--- src/rtl/instr_fetch_unit_pkg.sv ---
// -----------------------------------------------------------------------------
// instr_fetch_unit_pkg
// Shared constants and types for the instruction-fetch stage: the NOP word
// shown to decode when nothing is valid, the PC step, the 2-bit fetch FSM
// state encoding and the {pc, instr} entry layout held in the fetch buffer.
// Lives alongside the OPCODE_* defines used by the control unit.
// -----------------------------------------------------------------------------
package instr_fetch_unit_pkg;

  // addi x0,x0,0 -- harmless filler for the control unit
  localparam logic [31:0] DEFAULT_NOP_INSTR = 32'h0000_0013;

  // Word-sized PC step
  localparam logic [31:0] PC_INCR = 32'd4;

  // BOOT burns the first clock after reset, RUN is normal streaming, FLUSH is
  // draining stale responses after a redirect, HALT is the sticky
  // misaligned-redirect trap (only reachable with ALIGN_CHECK_EN)
  typedef enum logic [1:0] {
    ST_BOOT  = 2'd0,
    ST_RUN   = 2'd1,
    ST_FLUSH = 2'd2,
    ST_HALT  = 2'd3
  } fetch_state_t;

  // One fetch-buffer entry, PC in the upper half
  typedef struct packed {
    logic [31:0] pc;
    logic [31:0] instr;
  } fetch_entry_t;

endpackage

--- src/rtl/instr_fetch_unit_if.sv ---
// -----------------------------------------------------------------------------
// instr_fetch_unit_if
// Bundles the fetch unit's bus signals: the instruction-memory request and
// response channel, the redirect input from branch resolution, and the
// valid/ready channel to decode.
//   master : the fetch unit itself
//   slave  : the surrounding memory / decode / branch logic
// -----------------------------------------------------------------------------
interface instr_fetch_unit_if;

  logic        imem_req;
  logic [31:0] imem_addr;
  logic        imem_ready;
  logic        imem_rvalid;
  logic [31:0] imem_rdata;

  logic        redirect_valid;
  logic [31:0] redirect_pc;

  logic        instr_valid;
  logic        instr_ready;
  logic [31:0] instr;
  logic [31:0] instr_pc;
  logic        fetch_fault;

  modport master (
    output imem_req, imem_addr,
    input  imem_ready, imem_rvalid, imem_rdata,
    input  redirect_valid, redirect_pc,
    output instr_valid, instr, instr_pc, fetch_fault,
    input  instr_ready
  );

  modport slave (
    input  imem_req, imem_addr,
    output imem_ready, imem_rvalid, imem_rdata,
    output redirect_valid, redirect_pc,
    input  instr_valid, instr, instr_pc, fetch_fault,
    output instr_ready
  );

endinterface

--- src/rtl/instr_fetch_unit_fetch_fifo.sv ---
// -----------------------------------------------------------------------------
// fetch_fifo
// Small registered FIFO holding fetched {pc, instr} entries.
//   clk, rst : rising-edge clock, asynchronous active-high reset
//   push     : write wdata this cycle (ignored when full)
//   pop      : retire the head this cycle (ignored when empty)
//   clear    : synchronous flush, wins over push and pop
//   rdata    : current head entry (only meaningful when count != 0)
//   count    : number of valid entries
// DEPTH must be a power of two so the pointers wrap on their own.
// -----------------------------------------------------------------------------
module fetch_fifo #(
  parameter int DEPTH = 2,
  parameter int WIDTH = 64
) (
  input  logic                     clk,
  input  logic                     rst,
  input  logic                     push,
  input  logic                     pop,
  input  logic                     clear,
  input  logic [WIDTH-1:0]         wdata,
  output logic [WIDTH-1:0]         rdata,
  output logic [$clog2(DEPTH):0]   count
);

  localparam int AW = $clog2(DEPTH);
  localparam logic [AW:0] FULL = (AW+1)'(DEPTH);

  logic [WIDTH-1:0] mem [DEPTH];
  logic [AW-1:0]    rd_ptr;
  logic [AW-1:0]    wr_ptr;
  logic             push_en;
  logic             pop_en;

  assign push_en = push && (count != FULL);
  assign pop_en  = pop && (count != '0);
  assign rdata   = mem[rd_ptr];

  // Storage itself needs no reset: count gates whether the head is looked at
  always_ff @(posedge clk) begin
    if (push_en && !clear) begin
      mem[wr_ptr] <= wdata;
    end
  end

  // Pointers and occupancy; a flush simply rewinds everything to empty
  always_ff @(posedge clk or posedge rst) begin
    if (rst) begin
      rd_ptr <= '0;
      wr_ptr <= '0;
      count  <= '0;
    end else if (clear) begin
      rd_ptr <= '0;
      wr_ptr <= '0;
      count  <= '0;
    end else begin
      if (push_en) begin
        wr_ptr <= wr_ptr + 1'b1;
      end
      if (pop_en) begin
        rd_ptr <= rd_ptr + 1'b1;
      end
      case ({push_en, pop_en})
        2'b10:   count <= count + 1'b1;
        2'b01:   count <= count - 1'b1;
        default: count <= count;
      endcase
    end
  end

endmodule

--- src/rtl/instr_fetch_unit.sv ---
// -----------------------------------------------------------------------------
// instr_fetch_unit
// Instruction-fetch stage feeding the control unit. Keeps the fetch PC,
// issues in-order word reads to instruction memory, buffers the returned
// words and hands {instr, instr_pc} to decode over valid/ready. A redirect
// flushes the buffer and throws away any responses still in flight.
//   clk, rst : rising-edge clock, asynchronous active-high reset
//   bus      : instr_fetch_unit_if.master (imem request/response, redirect,
//              decode handshake, fetch_fault)
// Optional build macro ALIGN_CHECK_EN: a redirect to a non-word-aligned
// target traps into HALT with fetch_fault=1 until reset. Without it the low
// two bits of the target are ignored and fetch_fault is tied low.
// -----------------------------------------------------------------------------
module instr_fetch_unit
  import instr_fetch_unit_pkg::*;
#(
  parameter logic [31:0] RESET_PC   = 32'h0000_0000,
  parameter int          FIFO_DEPTH = 2,
  parameter logic [31:0] NOP_INSTR  = DEFAULT_NOP_INSTR
) (
  input logic               clk,
  input logic               rst,
  instr_fetch_unit_if.master bus
);

  localparam int CW = $clog2(FIFO_DEPTH) + 1;

  fetch_state_t  state;
  logic [31:0]   fetch_pc;
  logic [31:0]   resp_pc;
  logic [31:0]   target_pc;
  logic [CW-1:0] outstanding;
  logic [CW-1:0] drop_cnt;
  logic [CW-1:0] drop_next;
  logic [CW-1:0] fifo_count;
  logic [CW:0]   occupancy;
  fetch_entry_t  head;
  logic          active;
  logic          halted;
  logic          misaligned;
  logic          redirect_take;
  logic          req;
  logic          accept;
  logic          rsp;
  logic          drop_now;
  logic          push;
  logic          pop;
  logic          have_instr;

`ifdef ALIGN_CHECK_EN
  logic fault_q;
  assign misaligned = redirect_take && (bus.redirect_pc[1:0] != 2'b00);
  assign bus.fetch_fault = fault_q;
`else
  logic unused_redirect_lsbs;
  assign misaligned = 1'b0;
  assign unused_redirect_lsbs = ^bus.redirect_pc[1:0];
  assign bus.fetch_fault = 1'b0;
`endif

  assign active        = (state == ST_RUN) || (state == ST_FLUSH);
  assign halted        = (state == ST_HALT);
  assign redirect_take = bus.redirect_valid && !halted;
  assign target_pc     = {bus.redirect_pc[31:2], 2'b00};

  // A response is only meaningful if something is actually outstanding.
  // It is discarded while draining, in the redirect cycle itself, or in HALT.
  assign rsp      = bus.imem_rvalid && (outstanding != '0);
  assign drop_now = rsp && (bus.redirect_valid || (drop_cnt != '0) || halted);
  assign push     = rsp && !drop_now;

  assign have_instr = (fifo_count != '0);
  assign pop        = have_instr && bus.instr_ready;

  // Issue gate: buffered words plus in-flight reads must stay below the
  // buffer depth. A word leaving to decode this cycle frees its slot for a
  // new read straight away, which is what sustains one instruction per
  // cycle with a 1-cycle memory; the slot is not refilled before next edge.
  assign occupancy = {1'b0, fifo_count} + {1'b0, outstanding} - {{CW{1'b0}}, pop};
  assign req       = active && (occupancy < (CW+1)'(FIFO_DEPTH)) && !bus.redirect_valid;
  assign accept    = req && bus.imem_ready;

  assign bus.imem_req    = req;
  assign bus.imem_addr   = fetch_pc;
  assign bus.instr_valid = have_instr;
  assign bus.instr       = have_instr ? head.instr : NOP_INSTR;
  assign bus.instr_pc    = have_instr ? head.pc : 32'h0;

  // Number of stale responses still to swallow. A redirect reloads it with
  // whatever will remain in flight once this cycle's response (itself
  // dropped) is accounted for; otherwise each dropped response counts down.
  always_comb begin
    drop_next = drop_cnt;
    if (redirect_take) begin
      drop_next = outstanding - CW'(rsp);
    end else if (rsp && (drop_cnt != '0)) begin
      drop_next = drop_cnt - 1'b1;
    end
  end

  // Fetch FSM with its PC and bookkeeping registers. RUN and FLUSH differ
  // only by whether stale responses are pending, so the next state follows
  // drop_next directly. fetch_pc and resp_pc both jump to the target on a
  // redirect so newly returned words get the right PC after the drain.
  always_ff @(posedge clk or posedge rst) begin
    if (rst) begin
      state       <= ST_BOOT;
      fetch_pc    <= RESET_PC;
      resp_pc     <= RESET_PC;
      outstanding <= '0;
      drop_cnt    <= '0;
`ifdef ALIGN_CHECK_EN
      fault_q     <= 1'b0;
`endif
    end else begin
      outstanding <= outstanding + CW'(accept) - CW'(rsp);
      drop_cnt    <= drop_next;
      if (redirect_take) begin
        fetch_pc <= target_pc;
        resp_pc  <= target_pc;
      end else begin
        if (accept) begin
          fetch_pc <= fetch_pc + PC_INCR;
        end
        if (push) begin
          resp_pc <= resp_pc + PC_INCR;
        end
      end
      case (state)
        ST_BOOT:           state <= ST_RUN;
        ST_RUN, ST_FLUSH:  state <= (drop_next != '0) ? ST_FLUSH : ST_RUN;
        default:           state <= ST_HALT;
      endcase
`ifdef ALIGN_CHECK_EN
      if (misaligned) begin
        state   <= ST_HALT;
        fault_q <= 1'b1;
      end
`endif
    end
  end

  fetch_fifo #(
    .DEPTH (FIFO_DEPTH),
    .WIDTH (64)
  ) u_fifo (
    .clk   (clk),
    .rst   (rst),
    .push  (push),
    .pop   (pop),
    .clear (redirect_take),
    .wdata ({resp_pc, bus.imem_rdata}),
    .rdata (head),
    .count (fifo_count)
  );

endmodule

--- src/flat_wrapper.sv ---
// flat-port wrapper written by rule: the top's interface ports become plain ports
module instr_fetch_unit_flat import instr_fetch_unit_pkg::*;
#(
  parameter logic [31:0] RESET_PC   = 32'h0000_0000,
  parameter int          FIFO_DEPTH = 2,
  parameter logic [31:0] NOP_INSTR  = DEFAULT_NOP_INSTR
)
  (clk, rst, bus_imem_req, bus_imem_addr, bus_imem_ready, bus_imem_rvalid, bus_imem_rdata, bus_redirect_valid, bus_redirect_pc, bus_instr_valid, bus_instr, bus_instr_pc, bus_fetch_fault, bus_instr_ready);
  instr_fetch_unit_if bus_i ();
  input logic clk;
  input logic rst;
  output wire logic [$bits(bus_i.imem_req)-1:0] bus_imem_req;
  output wire logic [$bits(bus_i.imem_addr)-1:0] bus_imem_addr;
  input wire logic [$bits(bus_i.imem_ready)-1:0] bus_imem_ready;
  input wire logic [$bits(bus_i.imem_rvalid)-1:0] bus_imem_rvalid;
  input wire logic [$bits(bus_i.imem_rdata)-1:0] bus_imem_rdata;
  input wire logic [$bits(bus_i.redirect_valid)-1:0] bus_redirect_valid;
  input wire logic [$bits(bus_i.redirect_pc)-1:0] bus_redirect_pc;
  output wire logic [$bits(bus_i.instr_valid)-1:0] bus_instr_valid;
  output wire logic [$bits(bus_i.instr)-1:0] bus_instr;
  output wire logic [$bits(bus_i.instr_pc)-1:0] bus_instr_pc;
  output wire logic [$bits(bus_i.fetch_fault)-1:0] bus_fetch_fault;
  input wire logic [$bits(bus_i.instr_ready)-1:0] bus_instr_ready;
  assign bus_imem_req = bus_i.imem_req;
  assign bus_imem_addr = bus_i.imem_addr;
  assign bus_i.imem_ready = bus_imem_ready;
  assign bus_i.imem_rvalid = bus_imem_rvalid;
  assign bus_i.imem_rdata = bus_imem_rdata;
  assign bus_i.redirect_valid = bus_redirect_valid;
  assign bus_i.redirect_pc = bus_redirect_pc;
  assign bus_instr_valid = bus_i.instr_valid;
  assign bus_instr = bus_i.instr;
  assign bus_instr_pc = bus_i.instr_pc;
  assign bus_fetch_fault = bus_i.fetch_fault;
  assign bus_i.instr_ready = bus_instr_ready;
  instr_fetch_unit #(.RESET_PC(RESET_PC), .FIFO_DEPTH(FIFO_DEPTH), .NOP_INSTR(NOP_INSTR)) u_core (.clk(clk), .rst(rst), .bus(bus_i));
endmodule
--- config.mk ---
export PLATFORM = sky130hd
export DESIGN_NAME = instr_fetch_unit_flat
export DESIGN_NICKNAME = d
export VERILOG_FILES = /design/src/rtl/instr_fetch_unit_pkg.sv /design/src/rtl/instr_fetch_unit_if.sv /design/src/rtl/instr_fetch_unit_fetch_fifo.sv /design/src/rtl/instr_fetch_unit.sv /design/src/flat_wrapper.sv
export SDC_FILE = /design/constraint.sdc
export NUM_CORES = 1
export LEC_CHECK = 0
export BUFFER_PORTS_ARGS = -buffer_cell sky130_fd_sc_hd__buf_2
export CORE_UTILIZATION = 50
export CTS_BUF_LIST = sky130_fd_sc_hd__clkbuf_8
export DETAILED_ROUTE_END_ITERATION = 7
export HOLD_SLACK_MARGIN = 0.06
export MAX_ROUTING_LAYER = met4
export PLACE_DENSITY_LB_ADDON = 0.12
export SYNTH_ARGS = -nofsm -noshare
export SYNTH_HDL_FRONTEND = slang
export SYNTH_SLANG_ARGS = --single-unit
--- constraint.sdc ---
create_clock -name clk -period 5.8 [get_ports clk]
set_input_delay 0.87 -clock clk [delete_from_list [all_inputs] [get_ports clk]]
set_output_delay 0.87 -clock clk [all_outputs]
set_load 0.03 [all_outputs]
# Word-level counts from Yosys, hierarchy flattened
# Memory sizes are Yosys's and may differ from the RTL's.
# Cells that the tools add are included.
[totals]
output_inout_bits = 99
latch_bits = 0
mem_count = 1
mem_bits_rw = 128
word_cells = 76
in_bits = 70
mem_bits_ro = 0
register_bits = 74
[op_classes]
n_bitwise = 0
n_eq_ne = 6
n_mux = 18
order_cmp = 1
shift = 0
multipliers = 0
reduce_logical = 30
add_sub_neg = 12
div = 0
[memory_table]
columns = ["name", "words", "width", "rd", "rd_clocked_by_memory_dff", "wr", "line", "text"]
rows = [
  ["u_core.u_fifo.mem", 2, 64, 1, 0, 1, "instr_fetch_unit_fetch_fifo.sv:29", "logic [WIDTH-1:0] mem [DEPTH];"],
]
[op_table]
columns = ["cell", "n"]
rows = [
  ["$mux W32", 6],
  ["$add A32 B3 Y32 const B", 2],
  ["$reduce_bool A2 Y1", 8],
  ["$logic_and A1 B1 Y1", 12],
  ["$mux W2", 4],
  ["$pmux W2 S2", 2],
  ["$eq A2 B2 Y1 const B", 3],
  ["$mux W1", 6],
  ["$eq A2 B1 Y1 const B", 2],
  ["$logic_not A1 Y1", 4],
  ["$sub A2 B1 Y2", 2],
  ["$sub A2 B1 Y2 const B", 2],
  ["$add A2 B2 Y3", 1],
  ["$logic_or A1 B1 Y1", 3],
  ["$lt A3 B2 Y1 const B", 1],
  ["$reduce_bool A3 Y1", 1],
  ["$sub A3 B1 Y3", 1],
  ["$add A1 B1 Y1 const B", 2],
  ["$add A2 B1 Y2", 1],
  ["$add A2 B1 Y2 const B", 1],
  ["$logic_not A2 Y1", 1],
  ["$ne A2 B2 Y1 const B", 1],
  ["$reduce_or A2 Y1", 1],
]

# Logic depth before layout (Yosys ltp)
[depth]
depth_word = 10
ltp_mapped = 12

# Cells and area by module
# From an unflattened synthesis, not the netlist that was laid out.
[hier_totals]
hier_cells = 779
hier_area_um2 = 9481.6
[modules_own_cells]
columns = ["mod", "n_inst", "seq_area_each_um2", "cells_each", "area_each_um2"]
rows = [
  ["fetch_fifo", 1, 3943.8, 225, 4843.4],
  ["instr_fetch_unit", 1, 1651.6, 554, 4638.2],
]

# Least setup slack after synthesis
# No wires, ideal clock.
[synth_path]
kind = "input to register"
from = "input bus_redirect_valid"
to = "memory u_core.u_fifo.mem[0][0], enable pin"
t_required_ps = 5318
t_arrival_ps = 4355
stages = 4
setup_slack_ps = 963
n_path_buf = 0
cell_sequence = "or3b_4 nor2_1 o21ai_0 nor2_1"
[synth_via]
elab_chain_len = 9
elab_cells_between_ends = 11
classes_between = "mux: 2; reduce/logical: 9"
[synth_rtl]
columns = ["item", "line", "text"]
rows = [
  ["from (decl)", "flat_wrapper.sv:17", "input wire logic [$bits(bus_i.redirect_valid)-1:0] bus_redirect_valid;"],
  ["$logic_or A1 B1 Y1 (2 in a row)", "instr_fetch_unit.sv:69", "assign drop_now = rsp && (bus.redirect_valid || (drop_cnt != '0) || halted);"],
  ["$logic_and A1 B1 Y1", "instr_fetch_unit.sv:69", ""],
  ["$logic_not A1 Y1", "instr_fetch_unit.sv:70", "assign push = rsp && !drop_now;"],
  ["$logic_and A1 B1 Y1", "instr_fetch_unit.sv:70", ""],
  ["$logic_and A1 B1 Y1", "instr_fetch_unit_fetch_fifo.sv:35", "assign push_en = push && (count != FULL);"],
  ["$logic_and A1 B1 Y1 (*)", "instr_fetch_unit_fetch_fifo.sv:41", "if (push_en && !clear) begin"],
  ["$mux W1 (*)", "instr_fetch_unit_fetch_fifo.sv:41", ""],
  ["$mux W1 (implied by the code) (*)", "instr_fetch_unit_fetch_fifo.sv:42", "mem[wr_ptr] <= wdata;"],
  ["to (decl)", "instr_fetch_unit_fetch_fifo.sv:29", ""],
]
# Mark *: on every way between the ends. The rest lies on a longest branch, timed or not.

# Final worst setup path
[layout_path]
from = "register u_core.u_fifo.count[0]"
to = "output bus_imem_req"
[layout_via]
elab_chain_len = 6
elab_cells_between_ends = 7
classes_between = "add/sub: 2; order compare: 1; reduce/logical: 4"
[layout_rtl]
columns = ["item", "line", "text"]
rows = [
  ["from (decl)", "instr_fetch_unit_fetch_fifo.sv:23", "output logic [$clog2(DEPTH):0] count"],
  ["from (signal assigned)", "instr_fetch_unit_fetch_fifo.sv:64", "2'b10: count <= count + 1'b1;"],
  ["from (signal assigned)", "instr_fetch_unit_fetch_fifo.sv:65", "2'b01: count <= count - 1'b1;"],
  ["from (signal assigned)", "instr_fetch_unit_fetch_fifo.sv:66", "default: count <= count;"],
  ["parallel branches: the longest is 2 deep, another holds $add A2 B2 Y3", "n/a", ""],
  ["$sub A3 B1 Y3 (*)", "instr_fetch_unit.sv:79", "assign occupancy = {1'b0, fifo_count} + {1'b0, outstanding} - {{CW{1'b0}}, pop};"],
  ["$lt A3 B2 Y1 (*)", "instr_fetch_unit.sv:80", "assign req = active && (occupancy < (CW+1)'(FIFO_DEPTH)) && !bus.redirect_valid;"],
  ["$logic_and A1 B1 Y1 (*) (2 in a row)", "instr_fetch_unit.sv:80", ""],
  ["to (decl)", "flat_wrapper.sv:12", "output wire logic [$bits(bus_i.imem_req)-1:0] bus_imem_req;"],
]
# Mark *: on every way between the ends.

==> reports/results.md <==
| Parameter | This run |
| --- | --- |
| Half-perimeter wire length after detailed placement | 12000 um |
| Critical-path cell list | nor2_4 > inv_1 > and2_1 > ha_1 > nand2b_1 > fa_1 > xor2_1 > and4b_1 > buf_2 |
| Final Worst Setup Slack | 1930 ps |
| Die area | 0.0177 mm2 |
| Wire length of the first global-routing pass | 28200 um |
| Layout overhead on the synthesized area | 16.6% |
| Number of antenna violations at the first check in global routing | 0 |
| Cell type of the slowest stage on the worst timing path | sky130_fd_sc_hd__dfrtp_1 |
| Kind of start point of the critical path | flop |
| Path category of the worst min-delay check | flop to flop |
| DP Area | 0.00958 mm2 |
| # setup viols final | 0 |
| Post-route cell area | 0.00999 mm2 |
| Floorplan die width | 133 um |
| Syn avg cell area | 12.5 um2 |
| Clock Skew | 15.5 ps |
| Final core area utilization | 60.1% |
| Critical path peak fanout | 5 |
| Drt initial violations | 403 |
| Clock sink count | 194 |
| Number of global-route vias before repair | 5706 |
| Clock-pin slew on the worst setup and hold paths | 100 ps |
| Data required time of the worst path | 4930 ps |
| Fillers | 1401 |
| Highest cell delay on the worst timing path | 490 ps |
| Result of the run | complete, no violations |
| Via count of the routed design | 5850 |
| Core Area | 0.0166 mm2 |
| Residual DRC | 0 |
| Cells after synthesis | 686 |
| Wire length per cell after detailed routing | 16.6 um |
| Number of flops mapped to enable cells by yosys | 124 |
| Proportion of synthesized flip-flops having asynchronous set or reset | 36.1% |
| Synth cell types | 42 |
| Final antenna-violating net count | 0 |
| Top_reg_cell synth | sky130_fd_sc_hd__edfxtp_1 |
| Number of antenna diodes | 0 |
| Number of primary I/O pins | 169 |
| Wirelength, routed | 17800 um |
| Minimum clock period after layout | 3870 ps |
| Aggregate global routing overflow | 0 |
| Final setup TNS | 0 ps |
| Part of the Yosys area used for sequential elements | 63.9% |
| Remaining max-slew budget at the tightest pin | 17.2% |
| GP Congestion | 0.926 |
| Max-cap check violation count | 0 |
| # port buffers | 161 |
| TritonCTS Buffers | 17 |
| Worst setup timing slack at the placement stage | 2010 ps |
| Clock latency on the worst-skew pair | 460 ps |
| Area of the multi-input gates | 0.00293 mm2 |
| CTS-repair resized insts | 0 |
| Number of vias per cell after detailed routing | 5.45 |
| Period Utilization, post-route | 66.8% |
| Initial Utilization | 51.5% |
| Maximum number of pins on one net before global-route repair | 71 |
| Clock Tree Buf Depth | 2 |
| Critical Path Sink Type | output pin |
| Register area | 0.00548 mm2 |
| Number of buffers inserted by post-CTS setup repair | 0 |
| Achievable clock frequency | 258 MHz |
| H-tree depth reported by CTS | 4 |
| Leakage power summed over all cells | 0.00391 uW |
| Net total in the final layout | 922 |
| Proportion of layout cells with a drive suffix above 1 | 24.5% |
| Clk root buf | sky130_fd_sc_hd__clkbuf_8 |
| Vert. Die Dim | 133 um |
| All-layer global routing usage | 21.3% |
| Site row count | 47 |
| Mapped cell area | 0.00857 mm2 |
| RSZ-0062 raised after global routing | false |
| Cts hold-fix bufs | 0 |
| Flops & latches, synth | 194 |
| Number of endpoints with negative hold slack in the final report | 0 |
| TritonCTS clock tree | yes |
| Slew at the pin closest to its max-slew limit | 1240 ps |
| Worst voltage drop across the vdd grid | 0.350 mV |
| Crit Path Class | flop to output pin |
| Pwr per Cell Area | 528 mW/mm2 |
| Final count of pins violating max slew | 0 |
| Number of detailed-routing iterations run before antenna repair | 5 |
| Worst Path Arrival | 3000 ps |
| Ys Warns | 0 |
[flip-flops by register name, summed over array words and instances (netlist names)]
name	flops
u_core.state	2
u_core.u_fifo.rd_ptr	1
u_core.bus.imem_addr	30
u_core.resp_pc	30
u_core.drop_cnt	2
u_core.u_fifo.mem	124
u_core.u_fifo.count	2
u_core.u_fifo.wr_ptr	1
u_core.outstanding	2
[Yosys cell counts (all sizes together) (3+ instances only)]
library cell | n | area (um2)
a211oi | 3 | 22.5
a21oi | 53 | 265
a31oi | 7 | 43.8
and2 | 5 | 31.3
and3 | 17 | 106
and4 | 7 | 61.3
buf | 14 | 78.8
clkbuf | 20 | 75.1
dfrtp | 70 | 1750
edfxtp | 124 | 3720
ha | 10 | 125
inv | 16 | 60.1
mux2i | 64 | 641
nand2 | 21 | 78.8
nand3 | 19 | 95.1
nand4 | 29 | 181
nor2 | 106 | 398
nor3 | 3 | 15.0
nor4 | 4 | 52.6
o21ai | 11 | 55.1
or3 | 6 | 37.5
xnor2 | 16 | 140
xor2 | 42 | 368
[final timing paths]
path | start | depth (start not counted) | end | slack (ps)
min in group asynchronous | rst | 3 | u_core.bus.imem_addr[2] | 670
max in group asynchronous | rst | 3 | u_core.u_fifo.rd_ptr | 4450
min | u_core.resp_pc[8] | 0 | u_core.u_fifo.mem[1][40] | 510
max reg2reg | u_core.u_fifo.count[0] | 11 | u_core.bus.imem_addr[31] | 2250
min reg2reg | u_core.resp_pc[8] | 0 | u_core.u_fifo.mem[1][40] | 510
max | u_core.u_fifo.count[0] | 9 | bus_imem_req | 1930
[worst max-delay path, delay by kind of cell, from the launching register on]
family | cells | cell delay, ps
xor gates and xnor gates | 1 | 320
adders and majority gates | 2 | 700
buffers and inverters | 2 | 290
DFF | 1 | 490
and+or+nand+nor | 4 | 730
[final cells by class]
type / count / share of cell area (%)
multi-input combinational: 446 / 29.3
inverter: 16 / 0.601
clock buffer: 18 / 2.48
clock inverter: 14 / 1.64
timing repair buffer: 166 / 8.44
tap: 220 / 2.75
sequential: 194 / 54.8
[per-stage QoR]
| stage | hold slack (ps) | std cells | power (uW) |
|---|---|---|---|
| floorplan | 462 | 690 | 3740 |
| global placement | 490 | 1042 | 4330 |
| detailed placement | 494 | 1042 | 4410 |
| CTS | 518 | 1074 | 5310 |
| global route | 549 | 1074 | 5580 |
| finish | 513 | 1074 | 5280 |
[cell usage in the layout (no fill, tap or decap), types with 2 or more instances in the layout]
cell type / n
sky130_fd_sc_hd__xnor2_1: 16
sky130_fd_sc_hd__and4_1: 7
sky130_fd_sc_hd__ha_1: 10
sky130_fd_sc_hd__dfrtp_1: 69
sky130_fd_sc_hd__nand4b_1: 2
sky130_fd_sc_hd__a31oi_1: 7
sky130_fd_sc_hd__nor2_4: 3
sky130_fd_sc_hd__buf_4: 5
sky130_fd_sc_hd__nor4_2: 2
sky130_fd_sc_hd__clkbuf_8: 18
sky130_fd_sc_hd__and4b_1: 2
sky130_fd_sc_hd__xor2_1: 42
sky130_fd_sc_hd__clkinv_4: 3
sky130_fd_sc_hd__nor2_1: 103
sky130_fd_sc_hd__buf_2: 161
sky130_fd_sc_hd__inv_1: 17
sky130_fd_sc_hd__clkinv_2: 3
sky130_fd_sc_hd__nor3_1: 3
sky130_fd_sc_hd__nand4_1: 29
sky130_fd_sc_hd__nor2b_1: 2
sky130_fd_sc_hd__inv_6: 2
sky130_fd_sc_hd__a211oi_1: 3
sky130_fd_sc_hd__conb_1: 5
sky130_fd_sc_hd__nand2_1: 21
sky130_fd_sc_hd__o21ai_0: 10
sky130_fd_sc_hd__bufinv_16: 3
sky130_fd_sc_hd__edfxtp_1: 124
sky130_fd_sc_hd__and3_1: 17
sky130_fd_sc_hd__or3_1: 6
sky130_fd_sc_hd__or2_2: 2
sky130_fd_sc_hd__mux2i_1: 64
sky130_fd_sc_hd__a21oi_1: 53
sky130_fd_sc_hd__nand3_1: 19
sky130_fd_sc_hd__and2_1: 5
[routing by layer]
| layer | global-route usage [%] | up-vias | share of wire, % |
|---|---|---|---|
| met5 | - | - | 0 |
| met2 | 32.9 | 235 | 47 |
| li1 | - | 2773 | - |
| met4 | 6.83 | 0 | 1.3 |
| met1 | 29.0 | 2822 | 44 |
| met3 | 3.56 | 20 | 6.8 |
[power breakdown]
part	internal (uW)	switching, uW	total (uW)
Combinational	739	1430	2170
Sequential	1800	419	2220
Clock	437	453	889
Total	2980	2300	5280
[logic make-up (layout without fill, tap and decap cells)]
logic type                 count (synthesis)  after routing  synth area share (%)
xor gates and xnor gates                  58             58                  5.92
DFF                                      194            194                  63.9
adders and majority gates                 11             11                  1.69
muxes                                     64             64                  7.47
other                                      1              5                0.0437
buffers and inverters                     50            214                  2.50
AOI/OAI and AO/OA                         78             78                  4.92
and+or+nand+nor                          230            230                  13.6
Power figures use the tool's default switching activity.
